[src/rtl/cp0_except_unit.sv]
// rtl/cp0_except_unit.sv - MEM-stage CP0 register file and exception arbiter.
// Optional timer (Count/Compare, timer interrupt) enabled by defining CP0_TIMER_EN.
module cp0_except_unit #(
  parameter logic [31:0] PRID       = 32'h0000_4220,
  parameter logic [31:0] CONFIG     = 32'h0000_0000,
  parameter int          COUNT_LOG2 = 1
) (
  input  logic        clk,
  input  logic        rst,
  input  logic        flush_i,
  input  logic        mem_valid_i,
  input  logic [31:0] mem_pc_i,
  input  logic        mem_in_ds_i,
  input  logic [31:0] mem_addr_i,
  input  logic [8:0]  mem_exc_i,
  input  logic        cp0_we_i,
  input  logic [4:0]  cp0_waddr_i,
  input  logic [31:0] cp0_wdata_i,
  input  logic [4:0]  cp0_raddr_i,
  input  logic [5:0]  int_i,
  output logic [31:0] cp0_rdata_o,
  output logic [31:0] excepttype_o,
  output logic [31:0] cp0_epc_o,
  output logic [31:0] status_o,
  output logic [31:0] cause_o,
  output logic        timer_int_o
);

  localparam logic [31:0] STATUS_RST  = 32'h0040_0000;
  localparam logic [31:0] STATUS_MASK = 32'h0000_ff03;

  typedef enum logic [1:0] {BV_NONE, BV_PC, BV_ADDR} bv_src_e;

  logic [31:0] status, cause, epc, badvaddr, count, compare;
  logic        timer_int;
  logic        take, int_pend, exc_commit, eret_commit, wr_ok;
  logic [31:0] et;
  logic [4:0]  exc_code;
  bv_src_e     bv_src;

  assign take     = mem_valid_i & ~flush_i;
  assign int_pend = status[0] & ~status[1] & (|(cause[15:8] & status[15:8]));

  always_comb begin
    et     = 32'h0;
    bv_src = BV_NONE;
    if (rst && take) begin
      if (int_pend)          et = 32'h1;
      else if (mem_exc_i[0]) begin et = 32'h4; bv_src = BV_PC; end
      else if (mem_exc_i[1]) et = 32'ha;
      else if (mem_exc_i[2]) et = 32'hc;
      else if (mem_exc_i[3]) et = 32'hd;
      else if (mem_exc_i[4]) et = 32'h8;
      else if (mem_exc_i[5]) et = 32'h9;
      else if (mem_exc_i[6]) begin et = 32'h4; bv_src = BV_ADDR; end
      else if (mem_exc_i[7]) begin et = 32'h5; bv_src = BV_ADDR; end
      else if (mem_exc_i[8]) et = 32'he;
    end
  end

  // Except for interrupts, the ExcCode equals the low bits of the excepttype code.
  assign exc_code    = (et == 32'h1) ? 5'd0 : et[4:0];
  assign exc_commit  = (et != 32'h0) && (et != 32'he);
  assign eret_commit = (et == 32'he);
  assign wr_ok       = cp0_we_i && (et == 32'h0);

  always_ff @(posedge clk or negedge rst) begin
    if (!rst) begin
      status   <= STATUS_RST;
      cause    <= 32'h0;
      epc      <= 32'h0;
      badvaddr <= 32'h0;
    end else begin
      cause[15:10] <= {int_i[5] | timer_int, int_i[4:0]};
      if (exc_commit) begin
        if (!status[1]) begin
          epc       <= mem_in_ds_i ? mem_pc_i - 32'd4 : mem_pc_i;
          cause[31] <= mem_in_ds_i;
        end
        status[1]  <= 1'b1;
        cause[6:2] <= exc_code;
        if (bv_src == BV_PC)        badvaddr <= mem_pc_i;
        else if (bv_src == BV_ADDR) badvaddr <= mem_addr_i;
      end else if (eret_commit) begin
        status[1] <= 1'b0;
      end else if (wr_ok) begin
        case (cp0_waddr_i)
          5'd12:   status     <= (status & ~STATUS_MASK) | (cp0_wdata_i & STATUS_MASK);
          5'd13:   cause[9:8] <= cp0_wdata_i[9:8];
          5'd14:   epc        <= cp0_wdata_i;
          default: ;
        endcase
      end
    end
  end

`ifdef CP0_TIMER_EN
  localparam int TW = (COUNT_LOG2 > 0) ? COUNT_LOG2 : 1;
  logic [TW-1:0] tick;
  logic          tick_wrap;

  assign tick_wrap = (COUNT_LOG2 == 0) || (tick == {TW{1'b1}});

  always_ff @(posedge clk or negedge rst) begin
    if (!rst) begin
      count     <= 32'h0;
      compare   <= 32'h0;
      tick      <= '0;
      timer_int <= 1'b0;
    end else begin
      if (wr_ok && cp0_waddr_i == 5'd9) begin
        count <= cp0_wdata_i;
        tick  <= '0;
      end else begin
        tick <= tick + 1'b1;
        if (tick_wrap) count <= count + 32'd1;
      end
      // A Compare write acknowledges the timer and beats a same-cycle match.
      if (wr_ok && cp0_waddr_i == 5'd11) begin
        compare   <= cp0_wdata_i;
        timer_int <= 1'b0;
      end else if (compare != 32'h0 && count == compare) begin
        timer_int <= 1'b1;
      end
    end
  end
`else
  assign count     = 32'h0;
  assign compare   = 32'h0;
  assign timer_int = 1'b0;
`endif

  always_comb begin
    cp0_rdata_o = 32'h0;
    case (cp0_raddr_i)
      5'd8:    cp0_rdata_o = badvaddr;
      5'd9:    cp0_rdata_o = count;
      5'd11:   cp0_rdata_o = compare;
      5'd12:   cp0_rdata_o = status;
      5'd13:   cp0_rdata_o = cause;
      5'd14:   cp0_rdata_o = epc;
      5'd15:   cp0_rdata_o = PRID;
      5'd16:   cp0_rdata_o = CONFIG;
      default: cp0_rdata_o = 32'h0;
    endcase
  end

  assign excepttype_o = et;
  assign cp0_epc_o    = (cp0_we_i && cp0_waddr_i == 5'd14) ? cp0_wdata_i : epc;
  assign status_o     = status;
  assign cause_o      = cause;
  assign timer_int_o  = timer_int;

endmodule
[config.mk]
export PLATFORM = sky130hd
export DESIGN_NAME = cp0_except_unit
export DESIGN_NICKNAME = d
export VERILOG_FILES = /design/src/rtl/cp0_except_unit.sv
export SDC_FILE = /design/constraint.sdc
export NUM_CORES = 1
export LEC_CHECK = 0
export BUFFER_PORTS_ARGS = -buffer_cell sky130_fd_sc_hd__buf_2
export CAP_MARGIN = 0
export CORE_MARGIN = 2
export CORE_UTILIZATION = 29
export DETAILED_ROUTE_END_ITERATION = 8
export GPL_ROUTABILITY_DRIVEN = 1
export HOLD_SLACK_MARGIN = 0.1
export PLACE_DENSITY_LB_ADDON = 0.08
export SLEW_MARGIN = 20
export SYNTH_ARGS = -nofsm -noshare
export SYNTH_HDL_FRONTEND = slang
export SYNTH_SLANG_ARGS = --single-unit
[constraint.sdc]
create_clock -name clk -period 3.1 [get_ports clk]
set_input_delay 0.155 -clock clk [delete_from_list [all_inputs] [get_ports clk]]
set_output_delay 0.155 -clock clk [all_outputs]
set_load 0.01 [all_outputs]
==> results.md <==
* Status: complete, no violations
* Largest area contributor in the netlist: dfrtp_1
* Largest net degree at the start of global routing at 65
* Final period util at 89.56%
* Antenna Cells at 0
* Area growth from synthesis to layout at 31.13%
* Power share of the sequential group at 40.9%
* Max Root-Sink Buffers at 2
* Library cells used by synthesis at 56
* Num rows at 52
* Async S/R FF share, synth at 100.0%
* Fmax at 0.3602 GHz
* Tot Pwr at 0.003829 W
* Min Tclk post-route at 2.776 ns
* PortBufs at 217
* Post-synth EDFFs at 0
* Worst-path fanout max at 64
* Dominant cells by area after synthesis: dfrtp_1 (37%), buf_4 (9.0%), mux2i_1 (6.4%)
* Maxcap violations at 0
* Core Area at 20170 um^2
* CTS tree: built
* Initial Utilization at 29.42%
* DR vias at 5734
* Net switching power at 0.001241 W
* Postcts setup bufs at 0
* Multi-input gate area at 3329 um^2
* Setup CP Type: register to register
* CTS root buffer: clkbuf_16
* Fillers at 2151
* Max_slew headroom at 36.87%
* Seq cells post-synth at 87
* Crit end category: register
* Total gr overflow at 0
* Num ports at 288
* Antenna Nets Post-Route at 0
* Sequential area share after synthesis at 36.69%
* Vias in the first global route at 5595
* Synth warn at 18
* H-tree lvl count at 3
* First-pass GRT wire length at 33200 um
* Pre-Repair DR Iteration Count at 5
* Die Height at 147.0 um
* Worst min-delay path class: input pin to register
* Clock latency at the later pin of the worst-skew pair at 0.35 ns
* Slew Viols, Final at 0
* Placed cells at 1144
* Final Wtd Congestion at 0.7831
* Critical Path AT at 3.05 ns
* Unrepaired setup endpoints after global routing: no
* Endpoints failing setup at 0
* Power Density at 492.1 nW/um^2
* Synth Cell Area at 5933 um^2
* Comb pwr share at 27.2%
* Clk_skew at 0.007332 ns
* Worst R2R Start: status_o[10]
* DRC at 0
* Max rail drop VDD at 0.1947 mV
* Internal power at 0.002587 W
* Mapped Avg Cell Area at 8.816 um^2
* WL per Instance at 18.44 um
* Number of DRC markers in iteration 0 at 308
* Net Sw Frac at 32.42%
* Vias per inst at 4.839
* Die extent in x at 147.0 um
* Total negative slack at 0 ns
* CP Launch Type: register
* Sequential Area at 2177 um^2
* CTS buffer count at 9
* Clock network power share at 31.9%
* Clock slew at reported path FFs at 0.07 ns
* Share of cells above drive strength 1 at 31.80%
* HPWL Detailed at 15860 um
* Crit path launch: status_o[10]
* Top-area cell type share of the netlist area at 36.69%
* Hold WS at 0.1020 ns
* Leakage power at 3.879 nW
* Post-Syn Instances at 673
* Fin util at 38.57%
* Hold Fails Final Rpt at 0
* Die area at 21620 um^2
* Initial antenna violation count at 0
* Worst-Margin Slew at 0.9439 ns
* Final Non-Filler Cells at 1185
* Hold Crit Start: mem_addr_i[26]
* Nets at 1039
* Drt total wl at 21850 um
* GR Util All Layers at 20.17%
* Critical Path RT at 3.37 ns
* Top FF cell, synth: dfrtp_1
* Clk sink count at 87
[path summary, 6_finish.rpt]
kind,end,slack (ns),cells after the start
max,badvaddr[20],0.32,11
min,badvaddr[26],0.10,3
max reg2reg,badvaddr[20],0.32,11
min reg2reg,epc[17],0.53,1
max in group asynchronous,badvaddr[30],1.52,4
min in group asynchronous,status_o[10],0.48,3
[cells by family (layout without fill, tap and decap cells)]
| group | after synthesis | after routing | synth area share, % |
|---|---|---|---|
| buffers and inverters | 126 | 300 | 12.63 |
| muxes | 52 | 52 | 9.068 |
| DFF | 87 | 87 | 36.69 |
| xor gates and xnor gates | 28 | 28 | 4.133 |
| adders and majority gates | 2 | 2 | 0.4217 |
| and+or+nand+nor | 243 | 243 | 19.76 |
| other | 2 | 70 | 0.1266 |
| AOI/OAI and AO/OA | 133 | 133 | 17.17 |
[cell type report]
| class | count | area share, % |
|---|---|---|
| clock buffer | 11 | 3.120 |
| clock inverter | 5 | 1.045 |
| inverter | 18 | 0.8684 |
| multi-input combinational | 528 | 42.80 |
| sequential | 87 | 27.98 |
| tap | 270 | 4.342 |
| timing repair buffer | 266 | 19.85 |
[worst max-delay path, cell delays in order, from the launching register on]
cell and delay, ns:
dfrtp_1 0.41, a22o_1 0.25, a221oi_2 0.28, buf_4 0.18
a21boi_0 0.17, nor2_1 0.19, nand3b_1 0.11, ha_2 0.28
a311oi_4 0.25, buf_12 0.31, nor2_1 0.08, a21oi_1 0.13
[layout by cell type, fill, tap and decap left out, types with 3 or more instances in the layout]
| cell type | instances |
|---|---|
| a22o_1 | 18 |
| or3_1 | 3 |
| buf_4 | 23 |
| a21o_1 | 6 |
| inv_1 | 18 |
| nand2_1 | 91 |
| nor4_1 | 8 |
| xor2_1 | 15 |
| nand3b_1 | 3 |
| or4_1 | 3 |
| and2_1 | 7 |
| a21oi_1 | 36 |
| dlygate4sd3_1 | 25 |
| nor3_1 | 22 |
| xnor2_1 | 13 |
| mux2_2 | 14 |
| o2bb2ai_1 | 7 |
| conb_1 | 70 |
| clkbuf_16 | 9 |
| dfrtp_1 | 87 |
| mux2i_1 | 38 |
| a222oi_1 | 12 |
| and3_1 | 5 |
| a221oi_1 | 7 |
| buf_2 | 216 |
| a221o_1 | 22 |
| nand3_1 | 3 |
| o21ai_0 | 12 |
| nor2_1 | 71 |
| nor2b_1 | 4 |
[flip-flops by register name, indices dropped and copies added, names as in the netlist]
name / flops
badvaddr: 32
epc: 32
cause_o: 13
status_o: 10
[synth_stat cells (all sizes together) (3+ instances only)]
master / number
a21o: 6
a21oi: 37
a221o: 22
a221oi: 9
a222oi: 12
a22o: 18
and2: 7
and3: 5
buf: 79
clkbuf: 29
dfrtp: 87
inv: 18
mux2: 14
mux2i: 38
nand2: 92
nand3: 3
nand3b: 3
nand4b: 3
nor2: 72
nor2b: 4
nor3: 25
nor3b: 3
nor4: 9
o21ai: 12
o2bb2ai: 7
or3: 4
or4: 3
xnor2: 13
xor2: 15
[power by group through the flow]
| stage | Combinational (W) | Clock [W] | Sequential, W |
|---|---|---|---|
| 6_report | 0.00104 | 0.00122 | 0.00157 |
| 2_1_floorplan | 0.000621 | 0 | 0.00154 |
| 4_1_cts | 0.00105 | 0.00125 | 0.00156 |
| 3_5_place_dp | 0.00102 | 0 | 0.00158 |
| 5_1_grt | 0.00115 | 0.00131 | 0.00160 |
| 3_3_place_gp | 0.00102 | 0 | 0.00158 |
[per-stage QoR]
| stage | instance area, um^2 | setup WS (ns) |
|---|---|---|
| 6_report | 7780 | 0.3237 |
| 5_1_grt | 7780 | 0.1372 |
| 4_1_cts | 7767 | 0.1392 |
| 3_5_place_dp | 7193 | 0.1558 |
| 3_3_place_gp | 7193 | 0.2328 |
| 2_1_floorplan | 6188 | 0.4412 |
[metal layers]
metal	GRT usage, %	vias up	share of wire (%)
met4	4.952	0	1.3
met2	33.43	243	47
met5	0	-	0
met3	3.261	16	5.4
li1	-	2728	-
met1	27.67	2747	46
[timing repair]
item | in CTS | in global routing
hold endpoints to repair | 63 | 0
setup endpoints to repair | 0 | 32
hold buffers | 25 | 0
resized for setup | 0 | 2
Power figures use the tool's default switching activity.
